`src/rtl/johnson_phase_decoder.sv`:
```
`default_nettype none
// +-----------------------------------------------------------------------------+
// | Module      : johnson_phase_decoder                                         |
// | Description : Decodes a twisted-ring (Johnson) code into one-hot and binary |
// |               phase, tracks continuity, counts revolutions, flags errors.   |
// | Revision    : 1.0 - initial release                                         |
// +-----------------------------------------------------------------------------+
module johnson_phase_decoder #(
    parameter int WIDTH = 4,
    parameter int IDX_W = 3,
    parameter int REV_W = 8
) (
    input  logic                 clk,
    input  logic                 clr,
    input  logic                 in_valid,
    input  logic [WIDTH-1:0]     jc,
    input  logic                 ack_err,
    output logic                 out_valid,
    output logic [2*WIDTH-1:0]   phase_oh,
    output logic [IDX_W-1:0]     phase_idx,
    output logic [REV_W-1:0]     rev_count,
    output logic                 illegal,
    output logic                 seq_err,
    output logic                 err_sticky
);

    localparam int c_P = 2 * WIDTH;

    typedef enum logic [0:0] {
        S_SYNC  = 1'b0,
        S_TRACK = 1'b1
    } state_t;

    state_t             r_state,      w_state_nxt;
    logic               r_out_valid,  w_out_valid_nxt;
    logic [c_P-1:0]     r_phase_oh,   w_phase_oh_nxt;
    logic [IDX_W-1:0]   r_phase_idx,  w_phase_idx_nxt;
    logic [REV_W-1:0]   r_rev_count,  w_rev_count_nxt;
    logic               r_illegal,    w_illegal_nxt;
    logic               r_seq_err,    w_seq_err_nxt;
    logic               r_err_sticky, w_err_sticky_nxt;

    logic               w_legal;
    logic [IDX_W-1:0]   w_idx;
    logic [IDX_W-1:0]   w_idx_inc;

    // Code for phase k: k ones from bit 0 for k<=WIDTH, else ones above (k-WIDTH) zeros.
    function automatic logic [WIDTH-1:0] f_code(input int k);
        logic [WIDTH-1:0] v;
        v = '0;
        for (int b = 0; b < WIDTH; b++) begin
            if (k <= WIDTH) v[b] = (b < k);
            else            v[b] = (b >= k - WIDTH);
        end
        return v;
    endfunction

    always_comb begin
        w_legal = 1'b0;
        w_idx   = '0;
        for (int k = 0; k < c_P; k++) begin
            if (jc == f_code(k)) begin
                w_legal = 1'b1;
                w_idx   = IDX_W'(k);
            end
        end
    end

    // phase_idx always mirrors the last accepted phase, so it serves as prev_idx.
    assign w_idx_inc = (r_phase_idx == IDX_W'(c_P - 1)) ? '0 : r_phase_idx + IDX_W'(1);

    always_comb begin
        w_state_nxt      = r_state;
        w_out_valid_nxt  = 1'b0;
        w_phase_oh_nxt   = r_phase_oh;
        w_phase_idx_nxt  = r_phase_idx;
        w_rev_count_nxt  = r_rev_count;
        w_illegal_nxt    = 1'b0;
        w_seq_err_nxt    = 1'b0;
        w_err_sticky_nxt = r_err_sticky & ~ack_err;

        if (in_valid) begin
            if (!w_legal) begin
                w_illegal_nxt  = 1'b1;
                w_phase_oh_nxt = '0;
                w_state_nxt    = S_SYNC;
            end else begin
                w_out_valid_nxt         = 1'b1;
                w_phase_oh_nxt          = '0;
                w_phase_oh_nxt[w_idx]   = 1'b1;
                w_phase_idx_nxt         = w_idx;
                w_state_nxt             = S_TRACK;
                if (r_state == S_TRACK) begin
                    if (w_idx == r_phase_idx) begin
                        w_phase_idx_nxt = r_phase_idx;
                    end else if (w_idx == w_idx_inc) begin
                        if (r_phase_idx == IDX_W'(c_P - 1))
                            w_rev_count_nxt = r_rev_count + REV_W'(1);
                    end else begin
                        w_seq_err_nxt = 1'b1;
                    end
                end
            end
        end

        // A new error outranks an acknowledge on the same cycle.
        if (w_illegal_nxt || w_seq_err_nxt)
            w_err_sticky_nxt = 1'b1;
    end

    always_ff @(posedge clk) begin
        if (clr) begin
            r_state      <= S_SYNC;
            r_out_valid  <= 1'b0;
            r_phase_oh   <= '0;
            r_phase_idx  <= '0;
            r_rev_count  <= '0;
            r_illegal    <= 1'b0;
            r_seq_err    <= 1'b0;
            r_err_sticky <= 1'b0;
        end else begin
            r_state      <= w_state_nxt;
            r_out_valid  <= w_out_valid_nxt;
            r_phase_oh   <= w_phase_oh_nxt;
            r_phase_idx  <= w_phase_idx_nxt;
            r_rev_count  <= w_rev_count_nxt;
            r_illegal    <= w_illegal_nxt;
            r_seq_err    <= w_seq_err_nxt;
            r_err_sticky <= w_err_sticky_nxt;
        end
    end

    assign out_valid  = r_out_valid;
    assign phase_oh   = r_phase_oh;
    assign phase_idx  = r_phase_idx;
    assign rev_count  = r_rev_count;
    assign illegal    = r_illegal;
    assign seq_err    = r_seq_err;
    assign err_sticky = r_err_sticky;

endmodule
`default_nettype wire

```
`config.mk`:
```
export PLATFORM = sky130hd
export DESIGN_NAME = johnson_phase_decoder
export DESIGN_NICKNAME = d
export VERILOG_FILES = /design/src/rtl/johnson_phase_decoder.sv
export SDC_FILE = /design/constraint.sdc
export NUM_CORES = 1
export LEC_CHECK = 0
export ABC_CLOCK_PERIOD_IN_PS = 2500
export BUFFER_PORTS_ARGS = -buffer_cell sky130_fd_sc_hd__buf_2
export CAP_MARGIN = 20
export CELL_PAD_IN_SITES_DETAIL_PLACEMENT = 1
export CELL_PAD_IN_SITES_GLOBAL_PLACEMENT = 1
export CORE_AREA = 10 10 73 75
export DETAILED_ROUTE_END_ITERATION = 16
export DIE_AREA = 0 0 83 85
export HOLD_SLACK_MARGIN = 0.1
export PLACE_DENSITY = 0.84
export SKIP_LAST_GASP = 1
export SYNTH_ARGS = -nofsm -noshare
export SYNTH_HDL_FRONTEND = slang
export SYNTH_SLANG_ARGS = --single-unit
```
`constraint.sdc`:
```
create_clock -name clk -period 2.5 [get_ports clk]
set_clock_uncertainty 0.1 [all_clocks]
set_input_delay 0.5 -clock clk [delete_from_list [all_inputs] [get_ports clk]]
set_output_delay 0.5 -clock clk [all_outputs]
set_load 0.005 [all_outputs]
```
# Yosys cells after proc, flatten, opt, wreduce, memory -nomap -nowiden
# Index checks and enable logic that the tools add are counted.
# op_classes
n_addsub	2
n_lt_le_gt_ge	2
n_eq_ne	11
muxes	30
n_bitwise	4
reduce_logical	6
# ops
operator	n
3-bit 2-to-1 mux	9
1-bit 2-to-1 mux	19
4-bit equality test (second input constant)	4
8-bit by 1-bit adder with 8-bit output (second input constant)	1
8-bit 2-to-1 mux	1
3-bit equality test	2
6-bit AND reduction	1
4-bit by 1-bit equality test with 1-bit output (second input constant)	1
4-bit by 2-bit equality test with 1-bit output (second input constant)	1
4-bit by 3-bit equality test with 1-bit output (second input constant)	1
4-bit logical NOT	1
3-bit by 4-bit less-than comparator with 1-bit output (second input constant)	1
3-bit by 1-bit adder with 3-bit output (second input constant)	1
1-bit demux with 3-bit select	1
3-bit equality test (second input constant)	1
3-bit by 1-bit greater-or-equal comparator with 1-bit output (second input constant)	1
1-bit inverter	3
3-bit AND reduction	1
2-bit != test (second input constant)	1
2-bit OR reduction	1
1-bit AND	1
1-bit logical AND	1
1-bit logical OR	1
# totals
reg_bits	24
input_bits	8
out_inout_bits	23
elab_cells	63

# Longest topological paths before layout
# Gate-level depths: netlist of run 1.
# depth
word_depth	16
depth_mapped	7
depth_no_buf	7

# Least setup slack after synthesis of run 1
# Ideal clock, no wire load.
# synth_timing
path_type	register to register
start	register r_phase_idx[1], in the netlist phase_idx[1]
end	register r_rev_count[2], in the netlist rev_count[2]
setup_ps	123
arrival_time_ps	1982
required_ps	2277
slack_ps	294
path_stages_with_launch	7
path_buffers	0
synth_period_minus_slack_ps	2206
cell_sequence	dfxtp_1 > ha_1 > or3b_1 > a21oi_2 > a211oi_4 > nor4b_1 > mux2_1
# synth_between
elab_chain_len	4
word_cells_on_any_way	7
classes_between	add/sub (1); eq/ne (3); mux (1); bitwise (1); reduce/logical (1)
# synth_lines
item	line	text
from (decl)	37	logic [IDX_W-1:0] r_phase_idx, w_phase_idx_nxt;
from (signal assigned)	125	r_phase_idx <= w_phase_idx_nxt;
3-bit by 1-bit adder with 3-bit output or 3-bit equality test (tied branches)	70, 97	
3-bit 2-to-1 mux	70	assign w_idx_inc = (r_phase_idx == IDX_W'(c_P - 1)) ? '0 : r_phase_idx + IDX_W'(1);
3-bit equality test	96	end else if (w_idx == w_idx_inc) begin
6-bit AND reduction (no source line) *	n/a	
to (signal assigned)	126	r_rev_count <= w_rev_count_nxt;
to (decl)	38	logic [REV_W-1:0] r_rev_count, w_rev_count_nxt;
# Mark *: on every way between the ends. The rest lies on a longest branch, timed or not.
# A chain may end at the register's enable or synchronous reset.

# Worst setup path in the final report of run 1
# layout_timing
start	register r_phase_idx[1], in the netlist phase_idx[1]
end	register r_rev_count[7], in the netlist rev_count[7]
# The elaborated chain is that of the path after synthesis.

==> results.py, run 1 <==
metrics = {
    "timing": {
        "hold_viol": 0,
        "min_period_ns": 2.31,
        "final.setup.worst_slack_ns": 0.190,
        "rsz0062_at_grt": "false",
        "timing.max_slew.rel_slack_pct": 62.2,
        "drv_slew": 0,
        "timing.final.crit_share_pct": 92.4,
        "setup_viol": 0,
        "finalSetupTns_ns": 0,
        "fmax_ghz": 0.433,
        "tightest_slew_ns": 0.567,
    },
    "global_route": {
        "overflow": 0,
        "antenna_found_initial": 0,
        "grt_max_degree": 34,
        "grt_use_total_pct": 11.1,
        "grt_pass1_vias": 1419,
        "grt_pass1_wl_mm": 6.84,
    },
    "finish": {
        "area_delta_synth_final_pct": 14.8,
        "nNetsFinal": 212,
        "mostFrequentLayoutCells": "30 x buf_2, 24 x dfxtp_1, 15 x nor2_1, 11 x nand2b_1, 11 x a21oi_1",
        "n_antenna_cell": 0,
        "final_common_cell": "buf_2",
        "layout-drive-gt1-share_pct": 25.6,
    },
    "setup_path": {
        "worst-path-max-fanout": 8,
        "slowest_delay_ns": 0.39,
        "critical_path_arrival_ns": 2.36,
        "critical-path-top-delay-family": "simple AND/OR/NAND/NOR gates",
        "path_cells": "ha_1 > or3b_1 > a21oi_2 > a211oi_4 > nor4_1 > mux2_1",
        "endpoint_kind": "flip-flop",
        "crit_required_ns": 2.55,
        "cp_slowest_cell": "nor4_1",
        "critPathKind": "flip-flop to flip-flop",
        "critPathBufInv": 0,
        "start_kind": "flip-flop",
    },
    "drt": {
        "drtIter0Drc": 89,
        "num_vias": 1356,
        "routedWlPerCell_um": 15.7,
        "totalWireLength_mm": 3.92,
        "dr.pass1.iters": 4,
        "routed_via_density": 5.45,
        "drc": 0,
        "ant_nets": 0,
    },
    "yosys": {
        "synth.top_cell.area_share_pct": 31.1,
        "yosysWarnings": 0,
        "yosys_register_bits": 24,
        "yosysUniqueCellTypes": 49,
        "yosysTopAreaCell": "dfxtp_1",
        "synth_edf_count": 0,
        "synth_nets": 182,
        "async_flop_share_pct": 0,
        "ys.flop_type": "dfxtp_1",
        "syn_area_um2": 1550,
        "synth_cells": 171,
        "synth_area_leaders": "dfxtp_1 31%, mux2_1 5.8%, nand2b_1 4.5%",
        "yosysSeqAreaShare_pct": 31.1,
        "synth_area_per_cell_um2": 9.04,
    },
    "clocking": {
        "clkTransAtPathRegs_ns": 0.08,
        "clock_latency_ns": 0.26,
        "clkSinkCount": 24,
        "cts_buffers": 3,
        "cts_buffer_depth": 2,
        "ctsHtreeMaxLevel": 1,
        "ctsHoldBuffers": 0,
        "cts_tree": "built",
        "clockRootBuffer": "clkbuf_8",
    },
    "power": {
        "vdd_drop_max_v": 0.000299,
        "pwr_density_cell_nw_per_um2": 440,
        "p_leak_uw": 0.000736,
    },
    "floorplan": {
        "design.core.area_um2": 3910,
        "dieHeight_um": 85,
        "start_util_pct": 39.5,
        "die-area_um2": 7060,
        "rows": 23,
        "ios": 31,
        "die_x_um": 83,
    },
    "worst_hold_path": {
        "hold_path_class": "flip-flop to flip-flop",
    },
    "status": {
        "status": "finished clean",
    },
    "place": {
        "place.gp.congestion": 0.779,
        "hpwlAfterDp_mm": 2.97,
        "place_ws_ns": 0.107,
        "portBuffers": 30,
    },
    "job": {
        "drv_cap": 0,
    },
}
path summary, 6_finish.rpt:
check,endpoint,cells past startpoint,slack (ns),startpoint
min,phase_oh[7],2,0.37,phase_oh[7]
max,rev_count[7],6,0.19,phase_idx[1]
max reg2reg,rev_count[7],6,0.19,phase_idx[1]
min reg2reg,phase_oh[7],2,0.37,phase_oh[7]
worst reg2reg max path, stage by stage (launching register included):
cell,delay (ns)
dfxtp_1,0.34
ha_1,0.35
or3b_1,0.38
a21oi_2,0.18
a211oi_4,0.09
nor4_1,0.39
mux2_1,0.36
registers in the layout, indices dropped and copies added, names as in the netlist:
name and flops:
out_valid 1, r_state 1, phase_oh 8, err_sticky 1, illegal 1, rev_count 8
seq_err 1, phase_idx 3
synth_stat cells, types with 2 or more instances:
cell	n
xor2_1	3
or3_1	3
nor2_1	15
and2_1	4
nand4_1	3
a21oi_2	2
ha_1	3
nor3b_1	2
nand2b_1	11
nand3_1	7
nand4b_1	4
mux2i_1	4
nand2_1	4
o21ai_0	4
mux2_1	8
nor4b_1	2
nor3_1	3
a21oi_1	11
nand3b_1	3
clkbuf_1	6
nor4_1	5
nor2b_1	9
dfxtp_1	24
buf_6	5
xnor2_1	2
logic make-up (layout without fill, tap and decap cells):
group	after synthesis	after routing	share of synthesized area, %
XOR/XNOR	5	5	2.83
multiplexers	13	13	9.39
buffers and inverters	12	40	5.42
AND/OR/NAND/NOR	83	83	33.7
AO/OA/AOI/OAI	31	31	15.1
flip-flops	24	24	31.1
adder cells (fa/ha/maj)	3	3	2.43
area by class of cell:
type | count | area (um2)
multi-input combinational | 135 | 987
timing repair buffer | 37 | 203
fill | 488 | 2140
clock buffer | 3 | 41.3
sequential | 24 | 480
tap | 50 | 62.6
routing by layer:
metal	part of all wire (%)	track usage, %	routed length [um]
met3	4.6	3.35	179
met4	0.49	2.01	19
met1	44	12.6	1730
met2	51	20.3	1990
met5	0	0	0
power breakdown:
group | leakage (uW) | switching (uW) | internal, uW
sequential | 0.000194 | 6.28 | 390
clock | 0.0000216 | 120 | 108
combinational | 0.000520 | 93.3 | 63.1
per-stage QoR:
stage               power [uW]  instances  utilization [%]  instance area, um2  hold WS (ns)
global placement           557        246             44.1                1730         0.354
CTS                        794        249             45.2                1770         0.375
finish                     780        249             45.3                1770         0.368
global route               828        249             45.3                1770         0.408
floorplan                  524        171                -                1550         0.362
detailed placement         562        246             44.1                1730         0.360
repair_timing:
item	in CTS	in global routing
setup endpoints to repair	0	1
endpoints found under the hold margin	0	0
resized for setup	0	1
setup buffers	0	0
(Power assumes the default switching activity.)
==> run 2: changes to the inputs <==
- BUFFER_PORTS_ARGS: -buffer_cell sky130_fd_sc_hd__buf_2 -> default
- CORE_AREA: 10 10 73 75 -> 10 10 69 71
- DIE_AREA: 0 0 83 85 -> 0 0 79 81
- DONT_BUFFER_PORTS: default -> 1
- PLACE_DENSITY: 0.84 -> 0.83
==> run 2 against run 1 <==
  * Sequential power barely moved
  * Critical path depth unchanged
  * Count of clock-buffer cells in the layout did not move
  * Register-to-register slack better by 0.06 ns
  * Global-route usage is 0.71 points higher
  * Worst setup slack better by 0.056 ns
  * Via count is 6.9% lower
  * Final cell count shrank 14%
  * Flip-flop and latch count unchanged
  * Non-clock buffer count shrank 33
  * Fmax is 2.5% higher
  * Die area decreased by 9.3%
  * Critical path type unchanged
==> results.py, run 2 (same netlist as run 1, synthesis figures left out) <==
metrics = {
    "global_route": {
        "grt_pass1_wl_mm": 6.30,
        "grt_max_degree": 34,
        "grt_use_total_pct": 11.9,
        "antenna_found_initial": 0,
        "overflow": 0,
        "grt_pass1_vias": 1270,
    },
    "finish": {
        "area_delta_synth_final_pct": 4.13,
        "nFillCells": 442,
        "mostFrequentLayoutCells": "24 x dfxtp_1, 15 x nor2_1, 11 x nand2b_1, 11 x a21oi_1, 9 x nor2b_1",
        "final_common_cell": "dfxtp_1",
        "multi_input_area_um2": 981,
        "layout.cells.non_filler": 215,
        "nNetsFinal": 179,
        "regArea_um2": 480,
        "layout-drive-gt1-share_pct": 9.58,
        "n_antenna_cell": 0,
    },
    "clocking": {
        "cts_resized": 0,
        "clkSinkCount": 24,
        "clock_latency_ns": 0.33,
        "ctsHtreeMaxLevel": 1,
        "cts_buffers": 3,
        "ctsHoldBuffers": 0,
        "clockRootBuffer": "clkbuf_4",
        "cts_tree": "built",
        "post_cts_buffers": 0,
        "clkTransAtPathRegs_ns": 0.14,
        "cts_buffer_depth": 2,
    },
    "setup_path": {
        "endpoint_kind": "flip-flop",
        "worstReg2RegEnd": "rev_count[2]",
        "start_kind": "flip-flop",
        "crit_required_ns": 2.63,
        "r2r_start": "phase_idx[0]",
        "r2r_slack_ns": 0.25,
        "critPathLaunch": "phase_idx[0]",
        "reg2regPathDepth": 6,
        "critical_path_arrival_ns": 2.38,
        "worst-path-max-fanout": 8,
        "critPathKind": "flip-flop to flip-flop",
    },
    "power": {
        "p_leak_uw": 0.000572,
        "pwr_density_cell_nw_per_um2": 500,
        "vdd_drop_max_v": 0.000249,
    },
    "floorplan": {
        "rows": 22,
        "design.core.area_um2": 3520,
        "dieHeight_um": 81,
        "ios": 31,
        "start_util_pct": 43.9,
        "die-area_um2": 6400,
        "die_x_um": 79,
    },
    "timing": {
        "final.setup.worst_slack_ns": 0.246,
        "finalSetupTns_ns": 0,
        "timing.max_slew.rel_slack_pct": 66.9,
        "setup_viol": 0,
        "timing.final.crit_share_pct": 90.1,
        "hold_viol": 0,
        "fmax_ghz": 0.444,
        "rsz0062_at_grt": "false",
        "tightest_slew_ns": 0.489,
        "min_period_ns": 2.25,
        "drv_slew": 0,
    },
    "place": {
        "place.gp.congestion": 0.835,
        "hpwlAfterDp_mm": 2.87,
        "place_ws_ns": 0.256,
        "placedCellCount": 209,
        "portBuffers": 0,
    },
    "drt": {
        "routed_via_density": 5.87,
        "drtIter0Drc": 51,
        "routedWlPerCell_um": 17.8,
        "dr.pass1.iters": 4,
        "totalWireLength_mm": 3.82,
        "num_vias": 1262,
        "ant_nets": 0,
        "drc": 0,
    },
    "worst_hold_path": {
        "hold_path_class": "input pin to flip-flop",
        "hold_depth": 1,
        "min_from": "clr",
        "hold_end": "phase_oh[5]",
    },
    "job": {
        "drv_cap": 0,
    },
    "status": {
        "status": "finished clean",
    },
}
-- run 2: cell count changes in the layout (fill, tap and decap cells not counted) --
| cell | change |
|---|---|
| buf_2 | -30 |
| buf_4 | -5 |
| clkbuf_4 | +3 |
| clkbuf_8 | -3 |
| dlygate4sd3_1 | +2 |
| bufinv_16 | +1 |
| nor4_1 | +1 |
| nor4_2 | -1 |
-- run 2: metal layers --
metal / up-vias / part of all wire [%] / global-route usage, %
li1: 612 / - / -
met3: 9 / 7.1 / 3.97
met1: 614 / 39 / 13.1
met5: - / 0 / 0
met4: 0 / 1.9 / 3.23
met2: 27 / 52 / 21.2
-- run 2: per-stage QoR --
step / cell area, um2 / utilization, % / hold WS (ns) / total power, uW
5_1_grt: 1610 / 45.7 / 0.103 / 838
4_1_cts: 1590 / 45.1 / 0.105 / 811
3_3_place_gp: 1540 / 43.6 / 0.377 / 512
2_1_floorplan: 1550 / - / 0.362 / 524
6_report: 1610 / 45.7 / 0.118 / 804
3_5_place_dp: 1540 / 43.6 / 0.384 / 518
-- run 2: worst max path at each step --
stage / to / slack, ns / cells past startpoint
2_1_floorplan: rev_count[2] / 0.29 / 6
3_3_place_gp: rev_count[4] / 0.32 / 6
3_5_place_dp: rev_count[4] / 0.26 / 6
4_1_cts: rev_count[4] / 0.23 / 6
5_1_grt: rev_count[6] / 0.08 / 6
6_report: rev_count[2] / 0.25 / 6
-- run 2: cell type report --
class	count	share of cell area, %
clock buffer	3	1.40
clock inverter	1	1.87
multi-input combinational	135	61.0
sequential	24	29.9
tap	48	3.73
timing repair buffer	4	2.18
-- run 2: worst max-delay path, cell delays in order (launching register included) --
cell and delay, ns:
dfxtp_1 0.34, ha_1 0.35, or3b_1 0.38, a21oi_2 0.19, a211oi_4 0.09, nor4b_1 0.36
mux2_1 0.35
-- run 2: power by group --
group	leakage [uW]	switching, uW	total, uW	internal, uW
logic	0.000350	62.2	115	52.8
clock network	0.0000279	128	290	162
registers	0.000194	7.67	399	391
==> run 3: changes to the inputs <==
- ABC_AREA: default -> 1
- CORE_AREA: 10 10 69 71 -> 10 10 68 70
- DIE_AREA: 0 0 79 81 -> 0 0 78 80
- PLACE_DENSITY: 0.83 -> 0.82
==> run 3 against run 2 <==
  * Flip-flop and latch count stayed put
  * Critical path depth grew 5
  * Fmax grew 18%
  * Sequential power increased by 3%
  * Final cell count up 12%
  * Synthesized cell count grew 13%
  * Combinational power grew 22%
  * Die area is 2.5% lower
  * Critical path type unchanged
==> results.py, run 3 <==
metrics = {
    "setup_path": {
        "reg2regPathDepth": 11,
        "critical_path_arrival_ns": 2.04,
        "crit_required_ns": 2.63,
        "r2r_slack_ns": 0.59,
        "endpoint_kind": "flip-flop",
        "critPathLaunch": "phase_idx[0]",
        "worst-path-max-fanout": 7,
        "critPathKind": "flip-flop to flip-flop",
        "crit_path_end": "rev_count[1]",
        "worstReg2RegEnd": "rev_count[1]",
        "start_kind": "flip-flop",
        "r2r_start": "phase_idx[0]",
    },
    "global_route": {
        "grt_pass1_wl_mm": 6.10,
        "grt_use_total_pct": 11.9,
        "antenna_found_initial": 0,
        "grt_pass1_vias": 1318,
        "overflow": 0,
        "grt_max_degree": 17,
    },
    "power": {
        "p_leak_uw": 0.000659,
        "power.total_uw": 830,
        "vdd_drop_max_v": 0.000237,
        "pwr_density_cell_nw_per_um2": 554,
    },
    "clocking": {
        "clock_latency_ns": 0.31,
        "post_cts_buffers": 0,
        "clkSinkCount": 24,
        "cts_buffer_depth": 2,
        "cts_tree": "built",
        "ctsHoldBuffers": 0,
        "ctsHtreeMaxLevel": 1,
        "clkTransAtPathRegs_ns": 0.14,
        "clockRootBuffer": "clkbuf_4",
        "cts_resized": 0,
        "cts_buffers": 3,
    },
    "floorplan": {
        "design.core.area_um2": 3280,
        "die-area_um2": 6240,
        "dieHeight_um": 80,
        "start_util_pct": 42.3,
        "rows": 21,
        "die_x_um": 78,
        "ios": 31,
    },
    "timing": {
        "drv_slew": 0,
        "fmax_ghz": 0.523,
        "rsz0062_at_grt": "false",
        "timing.final.crit_share_pct": 76.4,
        "finalSetupTns_ns": 0,
        "setup_viol": 0,
        "hold_viol": 0,
        "tightest_slew_ns": 0.331,
        "min_period_ns": 1.91,
        "timing.max_slew.rel_slack_pct": 77.9,
    },
    "worst_hold_path": {
        "hold_path_class": "input pin to flip-flop",
        "hold_depth": 1,
    },
    "yosys": {
        "synth_area_leaders": "dfxtp_1 35%, nand2_1 8.1%, nor2_1 6.2%",
        "syn_area_um2": 1390,
        "yosys_register_bits": 24,
        "async_flop_share_pct": 0,
        "yosys-top-cells-count": "30 x nand2_1, 24 x dfxtp_1, 23 x nor2_1",
        "yosysSeqAreaShare_pct": 34.6,
        "synth_nets": 204,
        "synth_edf_count": 0,
        "ys.flop_type": "dfxtp_1",
        "yosysTopAreaCell": "dfxtp_1",
        "yosysUniqueCellTypes": 24,
        "yosysWarnings": 0,
        "synth.top_cell.area_share_pct": 34.6,
        "synth_cells": 193,
        "synth_area_per_cell_um2": 7.20,
        "yosysMostFrequentCell": "nand2_1",
    },
    "finish": {
        "area_delta_synth_final_pct": 7.84,
        "n_antenna_cell": 0,
        "nFillCells": 429,
        "final_area_um2": 1500,
        "nNetsFinal": 207,
        "final_common_cell": "nand2_1",
        "mostFrequentLayoutCells": "30 x nand2_1, 24 x dfxtp_1, 23 x nor2_1, 22 x inv_1",
        "layout.cells.non_filler": 241,
        "layout-drive-gt1-share_pct": 17.4,
    },
    "drt": {
        "drc": 0,
        "ant_nets": 0,
        "routed_via_density": 5.12,
        "drtIter0Drc": 27,
        "num_vias": 1235,
        "routedWlPerCell_um": 14.8,
        "totalWireLength_mm": 3.56,
        "dr.pass1.iters": 4,
    },
    "place": {
        "placed_cell_area_um2": 1440,
        "placedCellCount": 236,
        "place.gp.congestion": 0.862,
        "portBuffers": 0,
        "hpwlAfterDp_mm": 2.97,
    },
    "job": {
        "drv_cap": 0,
    },
    "status": {
        "status": "finished clean",
    },
}
## run 3: cell types whose count changed after synthesis, sizes merged, moves of 5 or more
| cell | previous run | this run |
|---|---|---|
| buf | 6 | 0 |
| inv | 0 | 24 |
| mux2 | 9 | 0 |
| nand2 | 4 | 44 |
| nand2b | 11 | 0 |
| nand3 | 7 | 20 |
| nand4b | 5 | 0 |
| nor2 | 15 | 33 |
| nor2b | 9 | 0 |
| nor4 | 5 | 0 |
| o21ai | 5 | 17 |
## run 3: kinds of logic after synthesis
group,synth area share [%]
and+or+nand+nor,39.5
AOI/OAI and AO/OA,12.2
buffers and inverters,7.30
DFF,34.6
xor gates and xnor gates,3.78
adders and majority gates,2.70
## run 3: per-stage QoR
step	util [%]	hold slack (ns)	worst slack, ns
2_1_floorplan	-	0.360	0.786
3_3_place_gp	43.7	0.383	0.661
3_5_place_dp	43.7	0.384	0.586
4_1_cts	45.3	0.119	0.574
5_1_grt	45.6	0.100	0.430
6_report	45.6	0.136	0.590
## run 3: area by class of cell
class	instances	area, um2	area share (%)
Clock buffer	3	22.5	1.50
Clock inverter	1	30.0	2.01
Inverter	24	90.1	6.02
Multi-Input combinational cell	142	807	53.9
Sequential cell	24	480	32.1
Tap cell	46	57.6	3.84
Timing Repair Buffer	1	10.0	0.668
## run 3: how the worst min path moves through the flow
stage	startpoint	to	slack [ns]
global placement	phase_oh[2]	phase_oh[2]	0.38
finish	clr	phase_oh[2]	0.14
CTS	clr	rev_count[2]	0.12
detailed placement	phase_oh[2]	phase_oh[2]	0.38
global route	clr	rev_count[4]	0.10
floorplan	phase_oh[0]	phase_oh[0]	0.36
## run 3: power breakdown
part | switching (uW) | leakage (uW) | internal [uW] | total, uW
Combinational | 92.0 | 0.000435 | 47.6 | 140
Clock | 116 | 0.0000279 | 162 | 278
Sequential | 15.1 | 0.000196 | 397 | 412
## run 3: critical path, stage by stage (launching register included)
cell	delay [ns]
dfxtp_1	0.39
ha_1	0.23
ha_1	0.31
inv_1	0.05
nand2_1	0.08
nand2_2	0.06
nor2_4	0.15
nand3_4	0.14
nor2_4	0.15
nand2_1	0.07
nand2_1	0.05
nor2_1	0.04
## run 3: per-layer routing
layer	part of all wire (%)	up-vias	track usage, %
li1	-	624	-
met5	0	-	0
met1	40	579	11.5
met3	7.6	6	4.50
met2	51	26	22.3
met4	2.0	0	4.66
